**config.mk**
```make
export PLATFORM = sky130hd
export DESIGN_NAME = mem_arbiter
export DESIGN_NICKNAME = d
export VERILOG_FILES = /design/src/rtl/mem_arbiter.sv
export SDC_FILE = /design/constraint.sdc
export NUM_CORES = 1
export LEC_CHECK = 0
export ABC_AREA = 1
export BUFFER_PORTS_ARGS = -buffer_cell sky130_fd_sc_hd__buf_2
export CAP_MARGIN = 20
export CORE_MARGIN = 3
export CORE_UTILIZATION = 49
export CTS_CLUSTER_DIAMETER = 80
export DETAILED_ROUTE_END_ITERATION = 7
export GPL_ROUTABILITY_DRIVEN = 0
export GPL_TIMING_DRIVEN = 0
export PLACE_DENSITY_LB_ADDON = 0.1
export SLEW_MARGIN = 40
export SYNTH_ARGS = -nofsm -noshare
export SYNTH_HDL_FRONTEND = slang
export SYNTH_SLANG_ARGS = --single-unit
export TNS_END_PERCENT = 20
```
**constraint.sdc**
```tcl
create_clock -name CLK -period 3.1 [get_ports CLK]
set_input_delay 0.93 -clock CLK [delete_from_list [all_inputs] [get_ports CLK]]
set_output_delay 0.93 -clock CLK [all_outputs]
set_load 0.05 [all_outputs]
```
**src/rtl/mem_arbiter.sv**
```systemverilog
`timescale 1ns/1ps
// mem_arbiter
// Two-requester (CPU, debug/loader) arbiter in front of a single-port
// memory with a fixed read latency of MEM_LAT cycles.
//
// Ports
//   CLK, Reset           clock, synchronous active-high reset
//   cpu_req/we/addr/wdata  CPU request; req held until cpu_ack
//   cpu_ack, cpu_rdata     one-cycle completion pulse, read data (held)
//   dbg_*                  same as cpu_* for the debug/loader requester
//   mem_en/we/addr/wdata   memory strobe and latched access fields
//   mem_rdata              memory data, valid MEM_LAT cycles after mem_en
//   cpu_stall              cpu_req & ~cpu_ack
//   busy                   high while an access is in flight
module mem_arbiter #(
   parameter int DATA_W  = 16,
   parameter int ADDR_W  = 16,
   parameter int MEM_LAT = 1
) (
   input  logic              CLK,
   input  logic              Reset,
   input  logic              cpu_req,
   input  logic              cpu_we,
   input  logic [ADDR_W-1:0] cpu_addr,
   input  logic [DATA_W-1:0] cpu_wdata,
   output logic              cpu_ack,
   output logic [DATA_W-1:0] cpu_rdata,
   input  logic              dbg_req,
   input  logic              dbg_we,
   input  logic [ADDR_W-1:0] dbg_addr,
   input  logic [DATA_W-1:0] dbg_wdata,
   output logic              dbg_ack,
   output logic [DATA_W-1:0] dbg_rdata,
   output logic              mem_en,
   output logic              mem_we,
   output logic [ADDR_W-1:0] mem_addr,
   output logic [DATA_W-1:0] mem_wdata,
   input  logic [DATA_W-1:0] mem_rdata,
   output logic              cpu_stall,
   output logic              busy
);

   generate
      if (MEM_LAT < 1 || MEM_LAT > 3) begin : g_bad_lat
         $error("mem_arbiter: MEM_LAT must be 1..3");
      end
   endgenerate

   localparam logic [1:0] LAT = 2'(MEM_LAT);

   typedef enum logic [1:0] {IDLE, CPU_ACC, DBG_ACC} state_t;

   state_t            r_state;
   state_t            w_next;
   logic              r_last_dbg;   // 1: most recent grant went to DBG
   logic              r_we;
   logic [ADDR_W-1:0] r_addr;
   logic [DATA_W-1:0] r_wdata;
   logic [1:0]        r_cnt;        // cycles since the mem_en cycle
   logic              r_cpu_ack;
   logic              r_dbg_ack;
   logic [DATA_W-1:0] r_cpu_rdata;
   logic [DATA_W-1:0] r_dbg_rdata;

   logic              w_cpu_elig;
   logic              w_dbg_elig;
   logic              w_grant_cpu;
   logic              w_grant_dbg;
   logic              w_done;

   // A requester still holding req during its own ack cycle is not a
   // new request.
   assign w_cpu_elig = cpu_req & ~r_cpu_ack;
   assign w_dbg_elig = dbg_req & ~r_dbg_ack;

   always_comb begin
      w_next      = r_state;
      w_grant_cpu = 1'b0;
      w_grant_dbg = 1'b0;
      w_done      = 1'b0;
      case (r_state)
         IDLE: begin
            // The ack cycle is a turnaround cycle: no new grant issues
            // while either ack is pulsing.
            if (!(r_cpu_ack || r_dbg_ack)) begin
               if (w_cpu_elig && w_dbg_elig) begin
                  w_grant_cpu = r_last_dbg;
                  w_grant_dbg = ~r_last_dbg;
               end else begin
                  w_grant_cpu = w_cpu_elig;
                  w_grant_dbg = w_dbg_elig;
               end
            end
            if (w_grant_cpu)      w_next = CPU_ACC;
            else if (w_grant_dbg) w_next = DBG_ACC;
         end
         CPU_ACC, DBG_ACC: begin
            if (r_cnt == LAT) begin
               w_done = 1'b1;
               w_next = IDLE;
            end
         end
         default: w_next = IDLE;
      endcase
   end

   always_ff @(posedge CLK) begin
      if (Reset) begin
         r_state     <= IDLE;
         r_last_dbg  <= 1'b1;
         r_we        <= 1'b0;
         r_addr      <= '0;
         r_wdata     <= '0;
         r_cnt       <= '0;
         r_cpu_ack   <= 1'b0;
         r_dbg_ack   <= 1'b0;
         r_cpu_rdata <= '0;
         r_dbg_rdata <= '0;
      end else begin
         r_state   <= w_next;
         r_cpu_ack <= 1'b0;
         r_dbg_ack <= 1'b0;
         if (w_grant_cpu) begin
            r_we       <= cpu_we;
            r_addr     <= cpu_addr;
            r_wdata    <= cpu_wdata;
            r_last_dbg <= 1'b0;
            r_cnt      <= '0;
         end else if (w_grant_dbg) begin
            r_we       <= dbg_we;
            r_addr     <= dbg_addr;
            r_wdata    <= dbg_wdata;
            r_last_dbg <= 1'b1;
            r_cnt      <= '0;
         end else if (r_state != IDLE) begin
            r_cnt <= r_cnt + 2'd1;
         end
         // Completion: capture read data straight into the port register
         // so it appears together with the ack.
         if (w_done) begin
            if (r_state == CPU_ACC) begin
               r_cpu_ack <= 1'b1;
               if (!r_we) r_cpu_rdata <= mem_rdata;
            end else begin
               r_dbg_ack <= 1'b1;
               if (!r_we) r_dbg_rdata <= mem_rdata;
            end
         end
      end
   end

   assign busy      = (r_state != IDLE);
   assign mem_en    = busy && (r_cnt == 2'd0);
   assign mem_we    = mem_en & r_we;
   assign mem_addr  = r_addr;
   assign mem_wdata = r_wdata;
   assign cpu_ack   = r_cpu_ack;
   assign dbg_ack   = r_dbg_ack;
   assign cpu_rdata = r_cpu_rdata;
   assign dbg_rdata = r_dbg_rdata;
   assign cpu_stall = cpu_req & ~r_cpu_ack;

endmodule

```
==> Word-level counts from Yosys, hierarchy flattened <==
Index checks and enable logic that the tools add are counted.
{ "classes": {"n_bitwise": 9, "n_reduce_logical": 13, "n_addsub": 1, "n_eq_ne": 5, "n_mux": 24} }
{ "ops": {"columns": ["cell", "n"], "rows": [
  ["two-way mux 16 bit", 4],
  ["two-way mux 1 bit", 16],
  ["two-way mux 2 bit", 3],
  ["inverter 1 bit", 6],
  ["AND reduction 3 bit", 2],
  ["equality test 2 x 1 -> 1 bit, second input constant", 2],
  ["zero test 2 bit", 2],
  ["case mux 2 bit (2 select lines)", 1],
  ["nonzero test 2 bit", 2],
  ["OR reduction 2 bit", 2],
  ["AND 1 bit", 3],
  ["!= test 3 x 1 -> 1 bit, second input constant", 1],
  ["OR reduction 3 bit", 1],
  ["adder 2 x 1 -> 2 bit, second input constant", 1],
  ["equality test 2 bit, second input constant", 1],
  ["logical AND 1 bit", 2],
  ["!= test 2 bit, second input constant", 1],
  ["AND reduction 2 bit", 1],
  ["logical OR 1 bit", 1]
]} }
{ "totals": {"ff_bits": 72, "input_bits": 86, "out_inout_bits": 70} }

==> Logic depth before layout (Yosys ltp) <==
Gate-level depths: netlist (run 1).
{ "logic_depth": {"word_depth": 9, "ltp_mapped": 10, "mapped_depth_nobuf": 8} }

==> Worst setup path after synthesis (run 1) <==
No wires, ideal clock.
{ "synth_path": {"kind": "flip-flop to output port", "from": "reg r_state[0]", "to": "out mem_we", "slack_ns": 0.497, "required_time_ns": 2.170, "arrival_ns": 1.673, "stages_incl_launch_ff": 6, "path_cell_list": "dfxtp_1 > inv_1 > ha_1 > clkbuf_2 > inv_1 > and3_1"} }
{ "synth_between": {"elab_chain_cells": 3} }
{ "synth_lines": {"columns": ["item", "line_no", "text"], "rows": [
  ["from (decl)", "53", "state_t r_state;"],
  ["from (signal assigned)", "120", "r_state <= w_next;"],
  ["nonzero test 2 bit", "152", "assign busy = (r_state != IDLE);"],
  ["named net busy", "40", "output logic busy"],
  ["logical AND 1 bit", "153", "assign mem_en = busy && (r_cnt == 2'd0);"],
  ["AND 1 bit", "154", "assign mem_we = mem_en & r_we;"],
  ["to (decl)", "35", "output logic mem_we,"]
]} }
The timed path passes the listed nets, and every way through them passes these cells.

==> Worst setup path after layout (run 1) <==
{ "layout_path": {"from": "reg r_state[0]", "to": "out mem_we"} }
{ "layout_between": {"elab_chain_cells": 3} }
{ "layout_lines": {"columns": ["item", "line_no"], "rows": [
  ["nonzero test 2 bit", "152"],
  ["logical AND 1 bit", "153"],
  ["AND 1 bit", "154"]
]} }
No other way between the ends.

==> flow_summary.rst, run 1 <==
.. list-table::
   :header-rows: 1

   * - Metric
     - Value
   * - Grt met2 use
     - 0.3453
   * - Nature of the critical path endpoint
     - output port
   * - Number of distinct library cell variants in the gate-level netlist after synthesis
     - 23
   * - Buffers plus inverters on the worst setup path
     - 4
   * - Total of cells resized after clock tree synthesis
     - 0
   * - Leading cell type in the layout, fill and taps excluded
     - nand2_1
   * - Initial core utilization
     - 0.5141
   * - Total nets after synthesis
     - 535
   * - Die height
     - 85.52 um
   * - Number of max-cap violations
     - 0
   * - Worst clock skew
     - 0.005972 ns
   * - Buffer cell driving the clock tree root
     - clkbuf_8
   * - Transition time at the pin with the least slew margin
     - 0.4260 ns
   * - Length of the first detailed-routing pass in iterations
     - 4
   * - HPWL after detailed placement
     - 5982 um
   * - Peak supply drop
     - 0.0003648 V
   * - WL/cell
     - 11.04 um
   * - Required time of the critical path
     - 2.17 ns
   * - Number of cells in the finished layout apart from fillers
     - 691
   * - Layout cell share with drive strength beyond 1
     - 0.3198
   * - Kind of start point of the critical path
     - register
   * - Final critical delay including setup and external delays
     - 2.653 ns
   * - Routed via count
     - 3,210
   * - Leakage power summed over all cells
     - 2.278 nW
   * - Post-CTS setup repair buffer count
     - 0
   * - Cell type with the highest occurrence count on the critical path
     - inv_1
   * - Clk network pwr share
     - 0.236
   * - Max_slew headroom
     - 0.7160
   * - Maximum number of pins on one net before global-route repair
     - 14
   * - Proportion of power drawn by combinational gates
     - 0.376
   * - Highest-count cells in the layout ignoring fill and taps
     - nand2_1 (227), buf_2 (159), dfxtp_1 (72)
   * - Antenna violations before repair
     - 0
   * - Clock tree from TritonCTS
     - done
   * - Die extent in x
     - 85.52 um
   * - Netlist area before placement
     - 3098 sq um
   * - Total clock sinks
     - 72
   * - Worst stage delay on the critical path
     - 0.34 ns
   * - CTS HTree Levels
     - 3
   * - Number of warning messages in the yosys log
     - 0
   * - Syn_area_per_cell
     - 6.962 sq um
   * - Critical path type
     - reg2out
   * - Max frequency
     - 0.3769 GHz
   * - Clock latency on the worst-skew pair
     - 0.33 ns
   * - Total negative slack
     - 0 ns
   * - Hold Vio Cnt, Final
     - 0
   * - Worst hold margin
     - 0.4497 ns
   * - Detailed Route Iter0 Violations
     - 108
   * - Cell type of the slowest stage on the worst timing path
     - dfxtp_1
   * - Arrival time of data at the critical path endpoint
     - 1.72 ns
   * - RSZ-0062 raised after global routing
     - no
   * - Placeable Area
     - 6026 sq um
   * - DRC Markers
     - 0
   * - Maximum count of clock buffers along a single path
     - 2
   * - Number of inserted diodes
     - 0
   * - Tightest Hold Check Type
     - reg2reg
   * - Layout filler cell count
     - 560
   * - GRT met1 Usage
     - 0.2803
   * - Seq/Total Area, Yosys
     - 0.4653
   * - Fin. max-slew vios
     - 0
   * - Synthesized instance count
     - 445
   * - Total of flip-flops plus latches after synthesis
     - 72
   * - Area of the die
     - 7313 sq um
   * - Top Usage Layer GRT
     - met2
   * - Switching share of power
     - 0.4173
   * - Sequential share of power
     - 0.388
   * - Critical path cell sequence
     - inv_1, ha_1, clkbuf_2, inv_1, and3_1, buf_2
   * - Standard-cell row count
     - 28
   * - Remaining number of nets flagged by the antenna check after routing
     - 0
   * - Cell Pwr Density
     - 679.1 nW/um^2
   * - Post-Route WL
     - 7629 um
   * - Via count of the first global-routing pass
     - 2,913
   * - Met3 Track Usage GR
     - 0.05956
   * - Crit path max-delay family
     - buffers and inverters
   * - Placed Instances
     - 675
   * - Final net count
     - 701
   * - Maximum fanout along the worst path
     - 7
   * - I/O pin total
     - 156
   * - Setup violators final
     - 0
   * - P&R area growth vs syn
     - 33.93%
   * - First-pass GRT wire length
     - 12,860 um
   * - Number of buffers added on ports
     - 155
   * - Total congestion overflow
     - 0
   * - Outcome
     - finished clean
   * - Hold_buf cts
     - 0
   * - Internal power consumption
     - 1.642 mW
   * - Clock-pin slew on the worst setup and hold paths
     - 0.08 ns
   * - Drt via density
     - 4.645
   * - Net switching power
     - 1.176 mW
   * - TritonCTS Buffers
     - 9
   * - Total Routing Usage GR
     - 0.2163
   * - Share of the clock period used by the worst path after layout
     - 0.8560
[state kept, by name (all words and copies together) (netlist names)]
| register | count |
|---|---|
| dbg_ack | 1 |
| cpu_rdata | 16 |
| dbg_rdata | 16 |
| r_state | 2 |
| mem_wdata | 16 |
| mem_addr | 16 |
| r_last_dbg | 1 |
| r_cnt | 2 |
| r_we | 1 |
| cpu_ack | 1 |
[final cells by class]
type | instances | area, sq um | share of cell area
Buffer | 22 | 160.2 | 0.03860
Tap cell | 75 | 93.84 | 0.02262
Inverter | 15 | 56.30 | 0.01357
Clock buffer | 10 | 137.6 | 0.03317
Timing Repair Buffer | 155 | 775.7 | 0.1870
Multi-Input combinational cell | 336 | 1440 | 0.3471
Sequential cell | 72 | 1441 | 0.3474
Clock inverter | 6 | 43.79 | 0.01055
[per-stage QoR]
stage / worst slack, ns / utilization / total power, mW / cell area, sq um
3_5_place_dp: 0.6882 / 0.6584 / 2.179 / 3968
3_3_place_gp: 0.6941 / 0.6584 / 2.162 / 3968
5_1_grt: 0.2991 / 0.6885 / 3.007 / 4149
4_1_cts: 0.4241 / 0.6885 / 2.846 / 4149
6_report: 0.4465 / 0.6885 / 2.817 / 4149
2_1_floorplan: 0.4973 / - / 1.913 / 3098
[final timing paths]
check	startpoint	endpoint	slack, ns	cells past startpoint
setup / recovery	r_state[0]$_SDFFE_PP0P_	mem_we	0.45	6
hold / removal	mem_wdata[2]$_SDFFE_PP0P_	mem_wdata[2]$_SDFFE_PP0P_	0.45	2
setup reg to reg	r_state[0]$_SDFFE_PP0P_	dbg_rdata[7]$_SDFFE_PP0P_	1.37	8
hold reg to reg	mem_wdata[2]$_SDFFE_PP0P_	mem_wdata[2]$_SDFFE_PP0P_	0.45	2
[worst register-to-register path: stages, from the launching register on]
cell and delay, ns:
dfxtp_1 0.34, inv_1 0.06, ha_1 0.29, nand2_1 0.11
nor2_4 0.20, nand2_2 0.15, clkbuf_1 0.22, o21ai_0 0.21
nor2_1 0.05
[power groups by stage]
stage | registers, mW | logic [mW] | clock network (mW)
6_report | 1.09 | 1.06 | 0.664
4_1_cts | 1.09 | 1.07 | 0.683
5_1_grt | 1.11 | 1.17 | 0.734
3_5_place_dp | 1.11 | 1.07 | 0
2_1_floorplan | 1.45 | 0.465 | 0
3_3_place_gp | 1.11 | 1.05 | 0
[synth_stat cells]
cell      count  share of area
nand2_2       1         0.0020
clkbuf_2      1         0.0016
inv_1        12          0.015
a21oi_4       1         0.0053
and3_1        1         0.0020
buf_2         4         0.0065
inv_2         3         0.0036
nand3_2       1         0.0032
nand3_1      20          0.032
buf_4         1         0.0024
dfxtp_1      72           0.47
nand4_2       1         0.0040
nor2_1       39          0.047
nor2_4        3          0.011
ha_1          4          0.016
nor3_1        2         0.0032
o21ai_0      16          0.026
buf_6         9          0.033
nand2_1     227           0.28
a21oi_1      19          0.031
nand4_4       1         0.0069
buf_1         2         0.0024
clkbuf_1      5         0.0061
[layer usage]
layer	vias up	routed length (um)
li1	1706	-
met1	1369	3262
met2	124	3525
met3	11	739
met4	0	102
met5	-	0
[kinds of logic after synthesis]
kind of cell,count (synthesis),synth area share
buffers and inverters,37,0.06987
DFF,72,0.4653
adders and majority gates,4,0.01616
and+or+nand+nor,296,0.3869
AOI/OAI and AO/OA,36,0.06180
Note: power is estimated with default switching activity, not from simulation.
==> run 2: changes to the inputs <==
--- a/config.mk
+++ b/config.mk
@@ -13,7 +13,6 @@
 export CTS_CLUSTER_DIAMETER = 80
 export DETAILED_ROUTE_END_ITERATION = 7
 export GPL_ROUTABILITY_DRIVEN = 0
-export GPL_TIMING_DRIVEN = 0
 export PLACE_DENSITY_LB_ADDON = 0.1
 export SLEW_MARGIN = 40
 export SYNTH_ARGS = -nofsm -noshare
==> run 2 against run 1 <==
- sequential share of layout area up 0.78 points
- sequential power about the same
- critical path type unchanged
- final cell count down 2.7%
- largest power group unchanged
- highest routed layer unchanged
==> flow_summary.rst, run 2 (synthesized netlist as in run 1, its figures left out) <==
.. list-table::
   :header-rows: 1

   * - Metric
     - Value
   * - Outcome
     - finished clean (unchanged)
   * - Placed cell areas
     - 3822 sq um (was 3968 sq um)
   * - HPWL after detailed placement
     - 5596 um (was 5982 um)
   * - TritonCTS Buffers
     - 9 (unchanged)
   * - Maximum count of clock buffers along a single path
     - 2 (unchanged)
   * - Hold_buf cts
     - 0 (unchanged)
   * - Die height
     - 85.52 um (unchanged)
   * - Placeable Area
     - 6026 sq um (unchanged)
   * - Clock-pin slew on the worst setup and hold paths
     - 0.08 ns (about the same)
   * - Final critical delay including setup and external delays
     - 2.611 ns (was 2.653 ns)
   * - Nature of the critical path endpoint
     - output port (unchanged)
   * - Leakage power summed over all cells
     - 2.227 nW (was 2.278 nW)
   * - Kind of start point of the critical path
     - register (unchanged)
   * - Number of max-cap violations
     - 0 (unchanged)
   * - Total negative slack
     - 0 ns (unchanged)
   * - Required time of the critical path
     - 2.17 ns (about the same)
   * - Peak supply drop
     - 0.0003278 V (was 0.0003648 V)
   * - Drt via density
     - 4.760 (was 4.645)
   * - Clock latency on the worst-skew pair
     - 0.34 ns (was 0.33 ns)
   * - Number of inserted diodes
     - 0 (unchanged)
   * - Maximum fanout along the worst path
     - 7 (unchanged)
   * - Initial core utilization
     - 0.5141 (unchanged)
   * - Total clock sinks
     - 72 (unchanged)
   * - RSZ-0062 raised after global routing
     - no (unchanged)
   * - Maximum number of pins on one net before global-route repair
     - 35 (was 14)
   * - Max_slew headroom
     - 0.5080 (was 0.7160)
   * - Worst clock skew
     - 0.008740 ns (was 0.005972 ns)
   * - FF-to-FF path depth
     - 8 (unchanged)
   * - Worst hold margin
     - 0.4505 ns (was 0.4497 ns)
   * - Via count of the first global-routing pass
     - 2,887 (was 2,913)
   * - Max frequency
     - 0.3831 GHz (was 0.3769 GHz)
   * - Total of cells resized after clock tree synthesis
     - 0 (unchanged)
   * - Detailed Route Iter0 Violations
     - 166 (was 108)
   * - Layout filler cell count
     - 583 (was 560)
   * - Share of the clock period used by the worst path after layout
     - 0.8421 (was 0.8560)
   * - Area of the die
     - 7313 sq um (unchanged)
   * - Storage element area
     - 1441 sq um (unchanged)
   * - Cell Pwr Density
     - 718.6 nW/um^2 (was 679.1 nW/um^2)
   * - Post-Route WL
     - 7793 um (was 7629 um)
   * - Arrival time of data at the critical path endpoint
     - 1.68 ns (was 1.72 ns)
   * - CTS HTree Levels
     - 3 (unchanged)
   * - Hold Vio Cnt, Final
     - 0 (unchanged)
   * - Hold Crit Endpoint
     - mem_wdata[3]$_SDFFE_PP0P_ (was mem_wdata[2]$_SDFFE_PP0P_)
   * - Tightest Hold Check Type
     - reg2reg (unchanged)
   * - Launch point of the worst path
     - r_state[1]$_SDFFE_PP0P_ (was r_state[0]$_SDFFE_PP0P_)
   * - Critical path type
     - reg2out (unchanged)
   * - Reg-to-Reg Start
     - r_state[1]$_SDFFE_PP0P_ (was r_state[0]$_SDFFE_PP0P_)
   * - Number of cells on the worst hold path
     - 2 (unchanged)
   * - Total Routing Usage GR
     - 0.2147 (was 0.2163)
   * - P&R area growth vs syn
     - 30.98% (was 33.93%)
   * - Final net count
     - 682 (was 701)
   * - Highest-count cells in the layout ignoring fill and taps
     - nand2_1 (227), buf_2 (155), dfxtp_1 (72) (was nand2_1 (227), buf_2 (159), dfxtp_1 (72))
   * - Post-CTS setup repair buffer count
     - 0 (unchanged)
   * - DRC Markers
     - 0 (unchanged)
   * - Leading cell type in the layout, fill and taps excluded
     - nand2_1 (unchanged)
   * - I/O pin total
     - 156 (unchanged)
   * - Clock tree from TritonCTS
     - done (unchanged)
   * - Total congestion overflow
     - 0 (unchanged)
   * - Worst Min Path Start
     - mem_wdata[3]$_SDFFE_PP0P_ (was mem_wdata[2]$_SDFFE_PP0P_)
   * - Transition time at the pin with the least slew margin
     - 0.7363 ns (was 0.4260 ns)
   * - Antenna violations before repair
     - 0 (unchanged)
   * - First-pass GRT wire length
     - 12,780 um (was 12,860 um)
   * - Routed via count
     - 3,199 (was 3,210)
   * - Design area
     - 4058 sq um (was 4149 sq um)
   * - WL/cell
     - 11.60 um (was 11.04 um)
   * - Fin. max-slew vios
     - 0 (unchanged)
   * - R2R Setup Slk
     - 1.10 ns (was 1.37 ns)
   * - Remaining number of nets flagged by the antenna check after routing
     - 0 (unchanged)
   * - Die extent in x
     - 85.52 um (unchanged)
   * - Standard-cell row count
     - 28 (unchanged)
   * - FF-to-FF End
     - dbg_rdata[15]$_SDFFE_PP0P_ (was dbg_rdata[7]$_SDFFE_PP0P_)
   * - Layout cell share with drive strength beyond 1
     - 0.3099 (was 0.3198)
   * - Setup violators final
     - 0 (unchanged)
   * - Length of the first detailed-routing pass in iterations
     - 4 (unchanged)
   * - Area occupied by multi-input gates
     - 1440 sq um (unchanged)
   * - Final core utilization
     - 0.6734 (was 0.6885)
   * - Post-layout total power
     - 2.916 mW (was 2.817 mW)
   * - Number of buffers added on ports
     - 155 (unchanged)
   * - Buffer cell driving the clock tree root
     - clkbuf_8 (unchanged)
[run 2: per-stage QoR]
stage	setup slack (ns)	std cells
after CTS	0.4595	671
after floorplan	0.4973	445
after global routing	0.3430	672
after detailed placement	0.7029	655
final	0.4894	672
after global placement	0.7109	655
[run 2: layout make-up]
| cell class | count | share of cell area |
|---|---|---|
| multi-input cells | 336 | 0.3549 |
| clock buffers | 9 | 0.03053 |
| flip-flops and latches | 72 | 0.3552 |
| well taps | 75 | 0.02313 |
| clock inverters | 7 | 0.02374 |
| repair buffers | 158 | 0.1986 |
| inverters | 15 | 0.01388 |
[run 2: worst max path at each step]
stage,cells past startpoint,end
finish,5,mem_we
global route,5,mem_we
CTS,5,mem_we
detailed placement,4,cpu_stall
global placement,4,cpu_stall
floorplan,5,mem_we
[run 2: critical path: stages (launching register included)]
cell and delay, ns:
dfxtp_1 0.34, inv_1 0.06, ha_1 0.30, inv_1 0.20, and3_1 0.18, buf_2 0.26
[run 2: routing by layer]
layer | share of wire | GRT usage
met5 | 0 | 0
met3 | 0.092 | 0.05187
met2 | 0.46 | 0.3581
met4 | 0.011 | 0.09065
met1 | 0.44 | 0.2651
[run 2: where the power goes]
| group | internal (mW) | leakage, nW | switching [mW] |
|---|---|---|---|
| Clock | 0.453 | 0.101 | 0.361 |
| Combinational | 0.252 | 1.54 | 0.757 |
| Sequential | 1.04 | 0.587 | 0.0570 |
==> run 3: changes to the inputs <==
--- a/config.mk
+++ b/config.mk
@@ -9,7 +9,7 @@
 export BUFFER_PORTS_ARGS = -buffer_cell sky130_fd_sc_hd__buf_2
 export CAP_MARGIN = 20
 export CORE_MARGIN = 3
-export CORE_UTILIZATION = 49
+export CORE_UTILIZATION = 45
 export CTS_CLUSTER_DIAMETER = 80
 export DETAILED_ROUTE_END_ITERATION = 7
 export GPL_ROUTABILITY_DRIVEN = 0
==> constraint.sdc (replaced) <==
create_clock -name CLK -period 2.5 [get_ports CLK]
set_input_delay 0.75 -clock CLK [delete_from_list [all_inputs] [get_ports CLK]]
set_output_delay 0.75 -clock CLK [all_outputs]
set_load 0.05 [all_outputs]
==> run 3 against run 2 <==
- design area is 0.68% higher
- worst setup slack worse by 0.35 ns
- sequential power increased by 25%
- final cell count is 0.89% higher
- highest routed layer unchanged
==> flow_summary.rst, run 3 (synthesized netlist as in run 1, its figures left out) <==
.. list-table::
   :header-rows: 1

   * - Metric
     - Value
   * - Outcome
     - finished clean (unchanged)
   * - Share of the clock period used by the worst path after layout
     - 0.9438
   * - R2R Setup Slk
     - 0.55 ns (was 1.10 ns)
   * - Critical path type
     - reg2out (unchanged)
   * - P&R area growth vs syn
     - 31.87% (was 30.98%)
   * - Number of cells on the worst hold path
     - 2 (unchanged)
   * - Maximum fanout along the worst path
     - 7 (unchanged)
   * - Max_slew headroom
     - 0.6469 (was 0.5080)
   * - Post-CTS setup repair buffer count
     - 0 (unchanged)
   * - Cell type of the slowest stage on the worst timing path
     - dfxtp_1 (unchanged)
   * - Required time of the critical path
     - 1.75 ns (was 2.17 ns)
   * - Final core utilization
     - 0.6290 (was 0.6734)
   * - Nature of the critical path endpoint
     - output port (unchanged)
   * - Remaining number of nets flagged by the antenna check after routing
     - 0 (unchanged)
   * - TritonCTS Buffers
     - 9 (unchanged)
   * - Worst stage delay on the critical path
     - 0.33 ns (was 0.34 ns)
   * - Maximum number of pins on one net before global-route repair
     - 34 (was 35)
   * - Worst clock skew
     - 0.01138 ns (was 0.008740 ns)
   * - Clock-pin slew on the worst setup and hold paths
     - 0.08 ns (about the same)
   * - Design area
     - 4085 sq um (was 4058 sq um)
   * - FF-to-FF End
     - dbg_rdata[4]$_SDFFE_PP0P_ (was dbg_rdata[15]$_SDFFE_PP0P_)
   * - Placeable Area
     - 6495 sq um (was 6026 sq um)
   * - Number of buffers added on ports
     - 155 (unchanged)
   * - Fin. max-slew vios
     - 0 (unchanged)
   * - RSZ-0062 raised after global routing
     - no (unchanged)
   * - Via count of the first global-routing pass
     - 2,741 (was 2,887)
   * - Highest-count cells in the layout ignoring fill and taps
     - nand2_1 (227), buf_2 (154), dfxtp_1 (72) (was nand2_1 (227), buf_2 (155), dfxtp_1 (72))
   * - Standard-cell row count
     - 29 (was 28)
   * - Die height
     - 88.97 um (was 85.52 um)
   * - Tightest Hold Check Type
     - reg2reg (unchanged)
   * - Total of cells resized after clock tree synthesis
     - 1 (was 0)
   * - Worst Min Path Start
     - mem_addr[11]$_SDFFE_PP0P_ (was mem_wdata[3]$_SDFFE_PP0P_)
   * - First-pass GRT wire length
     - 11,890 um (was 12,780 um)
   * - Antenna violations before repair
     - 0 (unchanged)
   * - Initial core utilization
     - 0.4770 (was 0.5141)
   * - Hold Vio Cnt, Final
     - 0 (unchanged)
   * - Transition time at the pin with the least slew margin
     - 0.5288 ns (was 0.7363 ns)
   * - Post-Route WL
     - 7382 um (was 7793 um)
   * - Instance count on the critical path
     - 5 (unchanged)
   * - WL/cell
     - 10.89 um (was 11.60 um)
   * - Cell Pwr Density
     - 881.6 nW/um^2 (was 718.6 nW/um^2)
   * - DRC Markers
     - 0 (unchanged)
   * - Total clock sinks
     - 72 (unchanged)
   * - Crit path max-delay family
     - buffers and inverters (unchanged)
   * - Setup violators final
     - 0 (unchanged)
   * - Clock tree from TritonCTS
     - done (unchanged)
   * - Arrival time of data at the critical path endpoint
     - 1.61 ns (was 1.68 ns)
   * - Setup slack after layout
     - 0.1406 ns (was 0.4894 ns)
   * - Reg-to-Reg Start
     - r_state[0]$_SDFFE_PP0P_ (was r_state[1]$_SDFFE_PP0P_)
   * - Leakage power summed over all cells
     - 2.244 nW (was 2.227 nW)
   * - Peak supply drop
     - 0.0004751 V (was 0.0003278 V)
   * - Buffers plus inverters on the worst setup path
     - 3 (unchanged)
   * - Layout cell share with drive strength beyond 1
     - 0.3145 (was 0.3099)
   * - FF-to-FF path depth
     - 8 (unchanged)
   * - CTS HTree Levels
     - 3 (unchanged)
   * - Clock latency on the worst-skew pair
     - 0.33 ns (was 0.34 ns)
   * - Max frequency
     - 0.4238 GHz
   * - Total congestion overflow
     - 0 (unchanged)
   * - Kind of start point of the critical path
     - register (unchanged)
   * - Drt via density
     - 4.643 (was 4.760)
   * - Detailed Route Iter0 Violations
     - 78 (was 166)
   * - Length of the first detailed-routing pass in iterations
     - 4 (unchanged)
   * - Total Routing Usage GR
     - 0.1892 (was 0.2147)
   * - Final critical delay including setup and external delays
     - 2.359 ns
   * - Number of max-cap violations
     - 0 (unchanged)
   * - Number of inserted diodes
     - 0 (unchanged)
   * - Layout filler cell count
     - 618 (was 583)
   * - Hold Crit Endpoint
     - mem_addr[11]$_SDFFE_PP0P_ (was mem_wdata[3]$_SDFFE_PP0P_)
   * - Die extent in x
     - 88.97 um (was 85.52 um)
   * - Routed via count
     - 3,148 (was 3,199)
   * - I/O pin total
     - 156 (unchanged)
   * - Critical path cell sequence
     - inv_1, ha_1, inv_2, and3_1, clkbuf_4 (was inv_1, ha_1, inv_1, and3_1, buf_2)
   * - Worst setup slack before clock tree synthesis
     - 0.3672 ns (was 0.7029 ns)
   * - Total negative slack
     - 0 ns (unchanged)
   * - Buffer cell driving the clock tree root
     - clkbuf_8 (unchanged)
   * - Placed cell areas
     - 3862 sq um (was 3822 sq um)
   * - Leading cell type in the layout, fill and taps excluded
     - nand2_1 (unchanged)
   * - Hold_buf cts
     - 0 (unchanged)
   * - Area of the die
     - 7916 sq um (was 7313 sq um)
   * - HPWL after detailed placement
     - 5678 um (was 5596 um)
   * - Final net count
     - 686 (was 682)
   * - Maximum count of clock buffers along a single path
     - 2 (unchanged)
run 3: power breakdown:
group	switching (mW)	internal, mW
Sequential	0.0719	1.29
Combinational	0.931	0.319
Clock	0.427	0.567
run 3: area by class of cell:
type | instances | area [sq um] | share of cell area
Clock inverter | 6 | 92.59 | 0.02266
Inverter | 15 | 56.30 | 0.01378
Tap cell | 77 | 96.34 | 0.02358
Multi-Input combinational cell | 336 | 1440 | 0.3525
Clock buffer | 10 | 127.6 | 0.03124
Sequential cell | 72 | 1441 | 0.3528
Timing Repair Buffer | 162 | 830.8 | 0.2034
run 3: worst max path at each step:
stage	startpoint	end
3_5_place_dp	dbg_req	mem_addr[15]$_SDFFE_PP0P_
2_1_floorplan	r_state[0]$_SDFFE_PP0P_	mem_we
4_1_cts	r_state[0]$_SDFFE_PP0P_	mem_we
3_3_place_gp	r_state[0]$_SDFFE_PP0P_	mem_we
6_report	r_state[0]$_SDFFE_PP0P_	mem_we
5_1_grt	r_state[0]$_SDFFE_PP0P_	mem_we
run 3: per-layer routing:
metal | global-route usage | routed length, um
met5 | 0 | 0
met4 | 0.07713 | 76
met2 | 0.3117 | 3404
met3 | 0.04240 | 525
met1 | 0.2404 | 3375
run 3: per-stage QoR:
step	hold WS, ns	instances	power (mW)
2_1_floorplan	0.4453	445	2.373
3_3_place_gp	0.4326	662	2.631
3_5_place_dp	0.4356	662	2.643
4_1_cts	0.4539	678	3.646
5_1_grt	0.4779	678	3.825
6_report	0.4502	678	3.601
run 3: worst reg2reg max path: stages (launching register included):
cell and delay (ns):
dfxtp_1 0.33, inv_1 0.06, ha_1 0.29, nand2_1 0.12
nor2_4 0.34, nand2_2 0.27, inv_2 0.29, nor2_1 0.08
nor2_1 0.10
